File: config.mk
export PLATFORM = sky130hd
export DESIGN_NAME = sd_req_arbiter
export DESIGN_NICKNAME = d
export VERILOG_FILES = /design/src/rtl/sd_arb_pkg.sv /design/src/rtl/sd_rr_pick.sv /design/src/rtl/sd_req_arbiter.sv
export SDC_FILE = /design/constraint.sdc
export NUM_CORES = 1
export LEC_CHECK = 0
export ABC_AREA = 1
export CORE_MARGIN = 1
export CORE_UTILIZATION = 47
export CTS_CLUSTER_SIZE = 20
export DETAILED_ROUTE_END_ITERATION = 12
export DONT_BUFFER_PORTS = 1
export PLACE_DENSITY_LB_ADDON = 0.3
export SETUP_SLACK_MARGIN = 0.5
export SYNTH_ARGS = -nofsm -noshare
export SYNTH_HDL_FRONTEND = slang
export SYNTH_SLANG_ARGS = --single-unit
File: constraint.sdc
create_clock -name clk_sys -period 1.6 [get_ports clk_sys]
set_input_delay 0.16 -clock clk_sys [delete_from_list [all_inputs] [get_ports clk_sys]]
set_output_delay 0.16 -clock clk_sys [all_outputs]
set_load 0.1 [all_outputs]
File: src/rtl/sd_arb_pkg.sv
// Shared types and the round-robin selection rule for the SD request arbiter.
package sd_arb_pkg;

    localparam int MAX_REQ = 4;

    typedef logic [1:0] req_idx_t;

    typedef enum logic [1:0] {
        IDLE,
        REQ,
        XFER,
        HOLD
    } arb_state_t;

    // First pending index strictly after last, wrapping modulo nreq; last itself has lowest priority.
    function automatic req_idx_t rr_pick(input logic [MAX_REQ-1:0] pending,
                                         input req_idx_t last,
                                         input int nreq);
        req_idx_t pick;
        int       idx;
        pick = last;
        for (int k = MAX_REQ; k >= 1; k--) begin
            idx = (int'(last) + k) % nreq;
            if (k <= nreq && pending[idx[1:0]]) begin
                pick = req_idx_t'(idx);
            end
        end
        return pick;
    endfunction

endpackage

File: src/rtl/sd_rr_pick.sv
// Combinational round-robin priority encoder over NREQ request lines.
module sd_rr_pick
    import sd_arb_pkg::*;
#(
    parameter int NREQ = 2
) (
    input  logic [NREQ-1:0] pending,
    input  logic [1:0]      last,
    output logic [1:0]      pick,
    output logic            valid
);

    logic [MAX_REQ-1:0] pend_ext;

    // NOTE: every variable assigned in always_comb gets a default first, so no path can infer a latch.
    always_comb begin
        pend_ext             = '0;
        pend_ext[NREQ-1:0]   = pending;
    end

    assign pick  = rr_pick(pend_ext, last, NREQ);
    assign valid = |pending;

endmodule

File: src/rtl/sd_req_arbiter.sv
// Shares hps_io's single SD block channel among NREQ disk controllers, one transfer at a time,
// round-robin granted, with an ack-rise timeout that aborts a stuck request.
module sd_req_arbiter
    import sd_arb_pkg::*;
#(
    parameter int NREQ    = 2,
    parameter int WIDE    = 0,
    parameter int TIMEOUT = 2**24
) (
    input  logic                                 clk_sys,
    input  logic                                 reset_n,
    input  logic [32*NREQ-1:0]                   req_lba,
    input  logic [NREQ-1:0]                      req_rd,
    input  logic [NREQ-1:0]                      req_wr,
    output logic [NREQ-1:0]                      req_ack,
    output logic [NREQ-1:0]                      req_done,
    output logic [NREQ-1:0]                      req_err,
    output logic [NREQ-1:0]                      req_buff_wr,
    input  logic [((WIDE != 0) ? 16 : 8)*NREQ-1:0] req_buff_din,
    output logic [31:0]                          sd_lba,
    output logic [NREQ-1:0]                      sd_rd,
    output logic [NREQ-1:0]                      sd_wr,
    input  logic                                 sd_ack,
    input  logic                                 sd_buff_wr,
    output logic [((WIDE != 0) ? 16 : 8)-1:0]    sd_buff_din
);

    localparam int BW = (WIDE != 0) ? 16 : 8;
    localparam int TW = $clog2(TIMEOUT);

    arb_state_t      state;
    arb_state_t      state_nxt;
    req_idx_t        grant;
    req_idx_t        last;
    req_idx_t        pick;
    logic            pick_valid;
    logic [NREQ-1:0] grant_oh;
    logic [NREQ-1:0] pick_oh;
    logic [31:0]     pick_lba;
    logic            pick_rd;
    logic [TW-1:0]   timer;
    logic            ack_low;
    logic            ack_start;
    logic            timeout_hit;
    logic            active;

    function automatic logic [NREQ-1:0] to_onehot(input req_idx_t idx);
        logic [NREQ-1:0] oh;
        oh = '0;
        for (int i = 0; i < NREQ; i++) begin
            if (req_idx_t'(i) == idx) oh[i] = 1'b1;
        end
        return oh;
    endfunction

    sd_rr_pick #(.NREQ(NREQ)) u_pick (
        .pending (req_rd | req_wr),
        .last    (last),
        .pick    (pick),
        .valid   (pick_valid)
    );

    assign grant_oh    = to_onehot(grant);
    assign pick_oh     = to_onehot(pick);
    assign pick_rd     = |(req_rd & pick_oh);
    // A stale ack left high from a previous transfer must not count; ack_low proves a fresh rise.
    assign ack_start   = ack_low & sd_ack;
    assign timeout_hit = (timer == TW'(TIMEOUT - 1));
    assign active      = (state != IDLE);

    always_comb begin
        pick_lba = '0;
        for (int i = 0; i < NREQ; i++) begin
            if (pick_oh[i]) pick_lba = req_lba[32*i +: 32];
        end
    end

    // NOTE: sequential state uses non-blocking assignments so every register samples pre-edge values.
    always_ff @(posedge clk_sys or negedge reset_n) begin
        if (!reset_n) state <= IDLE;
        else          state <= state_nxt;
    end

    always_comb begin
        state_nxt = state;
        unique case (state)
            IDLE: if (pick_valid) state_nxt = REQ;
            REQ: begin
                if (ack_start)        state_nxt = XFER;
                else if (timeout_hit) state_nxt = IDLE;
            end
            XFER: if (!sd_ack) state_nxt = HOLD;
            HOLD: state_nxt = IDLE;
            default: state_nxt = IDLE;
        endcase
    end

    always_comb begin
        req_ack     = active ? (grant_oh & {NREQ{sd_ack}})     : '0;
        req_buff_wr = active ? (grant_oh & {NREQ{sd_buff_wr}}) : '0;
        sd_buff_din = '0;
        for (int i = 0; i < NREQ; i++) begin
            if (active && grant_oh[i]) sd_buff_din = req_buff_din[BW*i +: BW];
        end
    end

    always_ff @(posedge clk_sys or negedge reset_n) begin
        if (!reset_n) begin
            grant    <= '0;
            last     <= req_idx_t'(NREQ - 1);
            sd_lba   <= '0;
            sd_rd    <= '0;
            sd_wr    <= '0;
            req_done <= '0;
            req_err  <= '0;
            timer    <= '0;
            ack_low  <= 1'b0;
        end else begin
            req_done <= '0;
            req_err  <= '0;
            unique case (state)
                IDLE: begin
                    if (pick_valid) begin
                        grant   <= pick;
                        sd_lba  <= pick_lba;
                        sd_rd   <= pick_rd ? pick_oh : '0;
                        sd_wr   <= pick_rd ? '0 : pick_oh;
                        timer   <= '0;
                        ack_low <= 1'b0;
                    end
                end
                REQ: begin
                    timer <= timer + TW'(1);
                    if (!sd_ack) ack_low <= 1'b1;
                    if (ack_start) begin
                        sd_rd <= '0;
                        sd_wr <= '0;
                    end else if (timeout_hit) begin
                        sd_rd   <= '0;
                        sd_wr   <= '0;
                        req_err <= grant_oh;
                        last    <= grant;
                    end
                end
                XFER: begin
                    if (!sd_ack) begin
                        req_done <= grant_oh;
                        last     <= grant;
                    end
                end
                default: ;
            endcase
        end
    end

endmodule

==> impl_metrics.ini, run 1 <==
[status]
status = aborted with a tool error
stop_stage = 4_1_cts
stop_error = [ERROR DPL-0033] detailed placement checks failed during check placement.

[synth]
ys.flop_type = dfrtp_1
yosysTopAreaCell = dfrtp_1
syn_avg_cell_area_um2 = 7.51
synth.cell_area_mm2 = 0.00369
synth-edff-count = 0
synthCells = 492
synthArstFlopShare = 1.00
syn_nets = 581
synth_seq_area_share = 0.481
synth.distinct_cells = 32
synth_top_area_share = 0.474
yosysWarnings = 0
synthTopCellsByArea = dfrtp_1 (47%), nand2_1 (15%), nor2_1 (6.9%), a31oi_1 (5.4%), nand3_1 (4.9%)
ys_ff_latch = 71

[cts]
cts_buffer_depth = 2
cts.repair.resized = 328
cts_buffers = 9
hold_buffers = 65
htree_levels = 3
cts.sinks = 71
postCtsSetupRepairBufs = 54
cts_root_buf = clkbuf_8

[die]
io_pins = 140
die_y_um = 90.7
chipWidth_um = 90.7
initial_core_util = 0.499
row_count = 31

[placed_design]
port_buffers = 0
place_hpwl_um = 6730
place_congestion = 0.878
## synthesized netlist by cell type, types with 3 or more instances
library cell and count:
dfrtp_1 70, a31oi_1 32, clkbuf_1 4, buf_2 13
nand3_1 36, o21ai_0 24, inv_1 38, nand2_1 147
inv_2 3, nor3_1 7, nand4_1 12, nor2_2 6
nand2_2 4, nor2_1 68, a21oi_1 7
## logic make-up after synthesis
| logic type | count (synthesis) | synth area share |
|---|---|---|
| AND/OR/NAND/NOR | 288 | 0.334 |
| multiplexers | 2 | 0.00542 |
| buffers and inverters | 59 | 0.0644 |
| flip-flops | 71 | 0.481 |
| adder cells (fa/ha/maj) | 1 | 0.00339 |
| AO/OA/AOI/OAI | 71 | 0.112 |
## stage by stage
step | hold slack [ps] | setup slack [ps] | cells | utilization | instance area [µm²]
2_1_floorplan | -136 | 157 | 492 | - | 4000
3_3_place_gp | -133 | 70.5 | 631 | 0.604 | 4480
3_5_place_dp | -133 | 33.0 | 631 | 0.604 | 4480
==> run 2: changes to the inputs <==
--- a/config.mk
+++ b/config.mk
@@ -7,12 +7,10 @@
 export LEC_CHECK = 0
 export ABC_AREA = 1
 export CORE_MARGIN = 1
-export CORE_UTILIZATION = 47
-export CTS_CLUSTER_SIZE = 20
+export CORE_UTILIZATION = 32
 export DETAILED_ROUTE_END_ITERATION = 12
 export DONT_BUFFER_PORTS = 1
-export PLACE_DENSITY_LB_ADDON = 0.3
-export SETUP_SLACK_MARGIN = 0.5
+export PLACE_DENSITY_LB_ADDON = 0.15
 export SYNTH_ARGS = -nofsm -noshare
 export SYNTH_HDL_FRONTEND = slang
 export SYNTH_SLANG_ARGS = --single-unit
==> impl_metrics.ini, run 2 <==
[worst_setup_path]
cp_top_family = buffers and inverters
cp.arrival_ps = 1490
crit_chain = inv_2 > nor2_4 > buf_4 > buf_6 > nand3_1 > nand2_2 > buf_12
crit_fanout = 5
crit_path_start_kind = register
worstPathRequired_ps = 1440
critPathMaxStageDelay_ps = 420
critical_path.slowest_cell = dfrtp_1
crit_path_end_kind = output port
cp_num_buf_inv = 4
crit_type = reg2out

[timing]
drv_slew = 0
setup_viol_count_final = 6
final.period_utilization = 1.03
setup_tns_ps = -265
hold_viol_final = 71
max_freq_ghz = 0.605
fin_worst_skew_ps = 7.33
worst_pin_slew_ps = 350
grt_setup_unrepaired = true
slew_headroom = 0.764
setup_slack_ps = -54.0
fin_crit_ps = 1650
holdWs_ps = -493

[cts]
cts_tree = yes
cts_buffers = 9
cts_root_buf = clkbuf_16
cts.sinks = 71
htree_levels = 3
clk_latency_ps = 350
clk_pin_slew_ps = 60
hold_buffers = 65
cts_buffer_depth = 2

[routing]
wire_per_inst_um = 15.1
drtIter0Drc = 170
viasPerCell = 4.97
via_count = 3900
postRouteWirelength_um = 11800
wl_met3_um = 772
met2_length_um = 5590
antenna_left = 0
drc = 0
top_layer_used = met4
firstDrtPassIters = 4
met1_length_um = 5200

[placed_design]
port_buffers = 0
place_ws_ps = -24.3
placed_cells_incl_taps = 689
dpl-instance-area_mm2 = 0.00456
place_congestion = 0.863
place_hpwl_um = 7040

[die]
dieArea_mm2 = 0.0120
chipWidth_um = 109
io_pins = 140
row_count = 38
initial_core_util = 0.335
coreArea_mm2 = 0.0110
die_y_um = 109

[synth]
synthTopCellsByCount = nand2_1 (147), dfrtp_1 (70), nor2_1 (68)
synth_top_area_share = 0.474
synthCells = 492
synth-edff-count = 0
synth.distinct_cells = 32
synth_top_family_by_area = simple AND/OR/NAND/NOR gates
synth_seq_area_share = 0.481
synth_compound_area_frac = 0.112
yosysTopAreaCell = dfrtp_1
synthArstFlopShare = 1.00
synthTopCellsByArea = dfrtp_1 (47%), nand2_1 (15%), nor2_1 (6.9%), a31oi_1 (5.4%), nand3_1 (4.9%)
synth-adder-area-share = 0.00339
ys_ff_latch = 71
synthMuxAreaShare = 0.00542
synth_xor_area_frac = 0
synth.most_common_cell = nand2_1
synth.cell_area_mm2 = 0.00369
ys.flop_type = dfrtp_1
syn_avg_cell_area_um2 = 7.51
syn_nets = 581
synthSimpleGateAreaFrac = 0.334
yosysWarnings = 0

[grt]
antenna_found_initial = 0
grt-ovfl-total = 0
grt_pass1_vias = 3763
grt_pass1_wl_um = 18000
grt.total_usage = 0.197
grt_max_degree = 72

[flow_run]
drv_cap = 0

[final_layout]
largest_register_ffs = 32
final_common_cell = nand2_1
area_growth_pct = 57.0
nNetsFinal = 728
finalCoreUtilization = 0.526
top_register = sd_lba
drive_above_1_share = 0.244
nFillCells = 1001
reg_top3 = sd_lba x32, timer x24
final_cells = 784
design_area_mm2 = 0.00580
final_cell_mix = nand2_1 (129), dfrtp_1 (69), buf_4 (67)
diodes = 0

[power]
vdd_ir_drop_max_mv = 1.86
pwr_density_cell_mw_per_mm2 = 2520
p_int_mw = 6.41
pwr-share-seq = 0.187
swShare = 0.562
p_clk_frac = 0.142
combinationalPowerShare = 0.671
switching_power_mw = 8.22
p_leak_nw = 2.68
power_mw = 14.6

[status]
violations = hold timing, setup timing
status = finished, violations left

[worst_hold_path]
min_path_type = in2async
[run 2: cell counts after synthesis]
Identical to the previous run, type by type.
[run 2: area by class of cell]
type                       instances  area, µm²  area share
multi-input combinational        362       1820       0.313
sequential                        71       1780       0.307
timing repair buffer             153       1570       0.270
clock buffer                      10        239      0.0412
tap                              140        175      0.0302
inverter                          42        158      0.0272
clock inverter                     6       67.6      0.0116
[run 2: worst reg2reg max path, stage by stage (launching register included)]
cell,delay (ps)
dfrtp_1,380
ha_2,200
nand2_2,80
nor2_4,150
nand2_4,70
nor2_4,140
nand2_4,80
nand3_4,110
nand3_4,110
nand2_1,70
nand2_1,50
[run 2: layer usage]
metal  GRT usage  up-vias
li1            -     1917
met1       0.253     1832
met2       0.308      131
met3      0.0539       20
met4      0.0914        0
met5           0        -
[run 2: final timing paths]
check | startpoint | endpoint | slack, ps | cells past startpoint
max | grant[0] | sd_buff_din[0] | -50 | 7
min | reset_n | timer[11] | -490 | 0
max reg2reg | timer[1] | sd_rd[0] | 40 | 10
min reg2reg | last[1] | last[1] | 490 | 2
max in group asynchronous | reset_n | last[0] | 1870 | 0
min in group clk_sys | sd_ack | state[0] | 30 | 3
[run 2: power groups by stage]
stage	logic [mW]	registers, mW	clock network, mW
floorplan	3.27	5.99	0
finish	9.82	2.73	2.08
CTS	9.25	2.71	2.12
global route	10.3	2.80	2.20
global placement	8.94	2.71	0
detailed placement	8.99	2.72	0
[run 2: cells by family after synthesis]
group	count (synthesis)
buffers and inverters	59
muxes	2
AOI/OAI and AO/OA	71
adders and majority gates	1
and+or+nand+nor	288
DFF	71
[run 2: repair_timing]
action,in CTS,in global routing
gates resized for setup,7,34
endpoints found under the setup margin,16,43
pin swaps,1,34
gates cloned,0,5
setup buffers,4,5
endpoints found under the hold margin,104,71
Note: power is estimated with default switching activity, not from simulation.
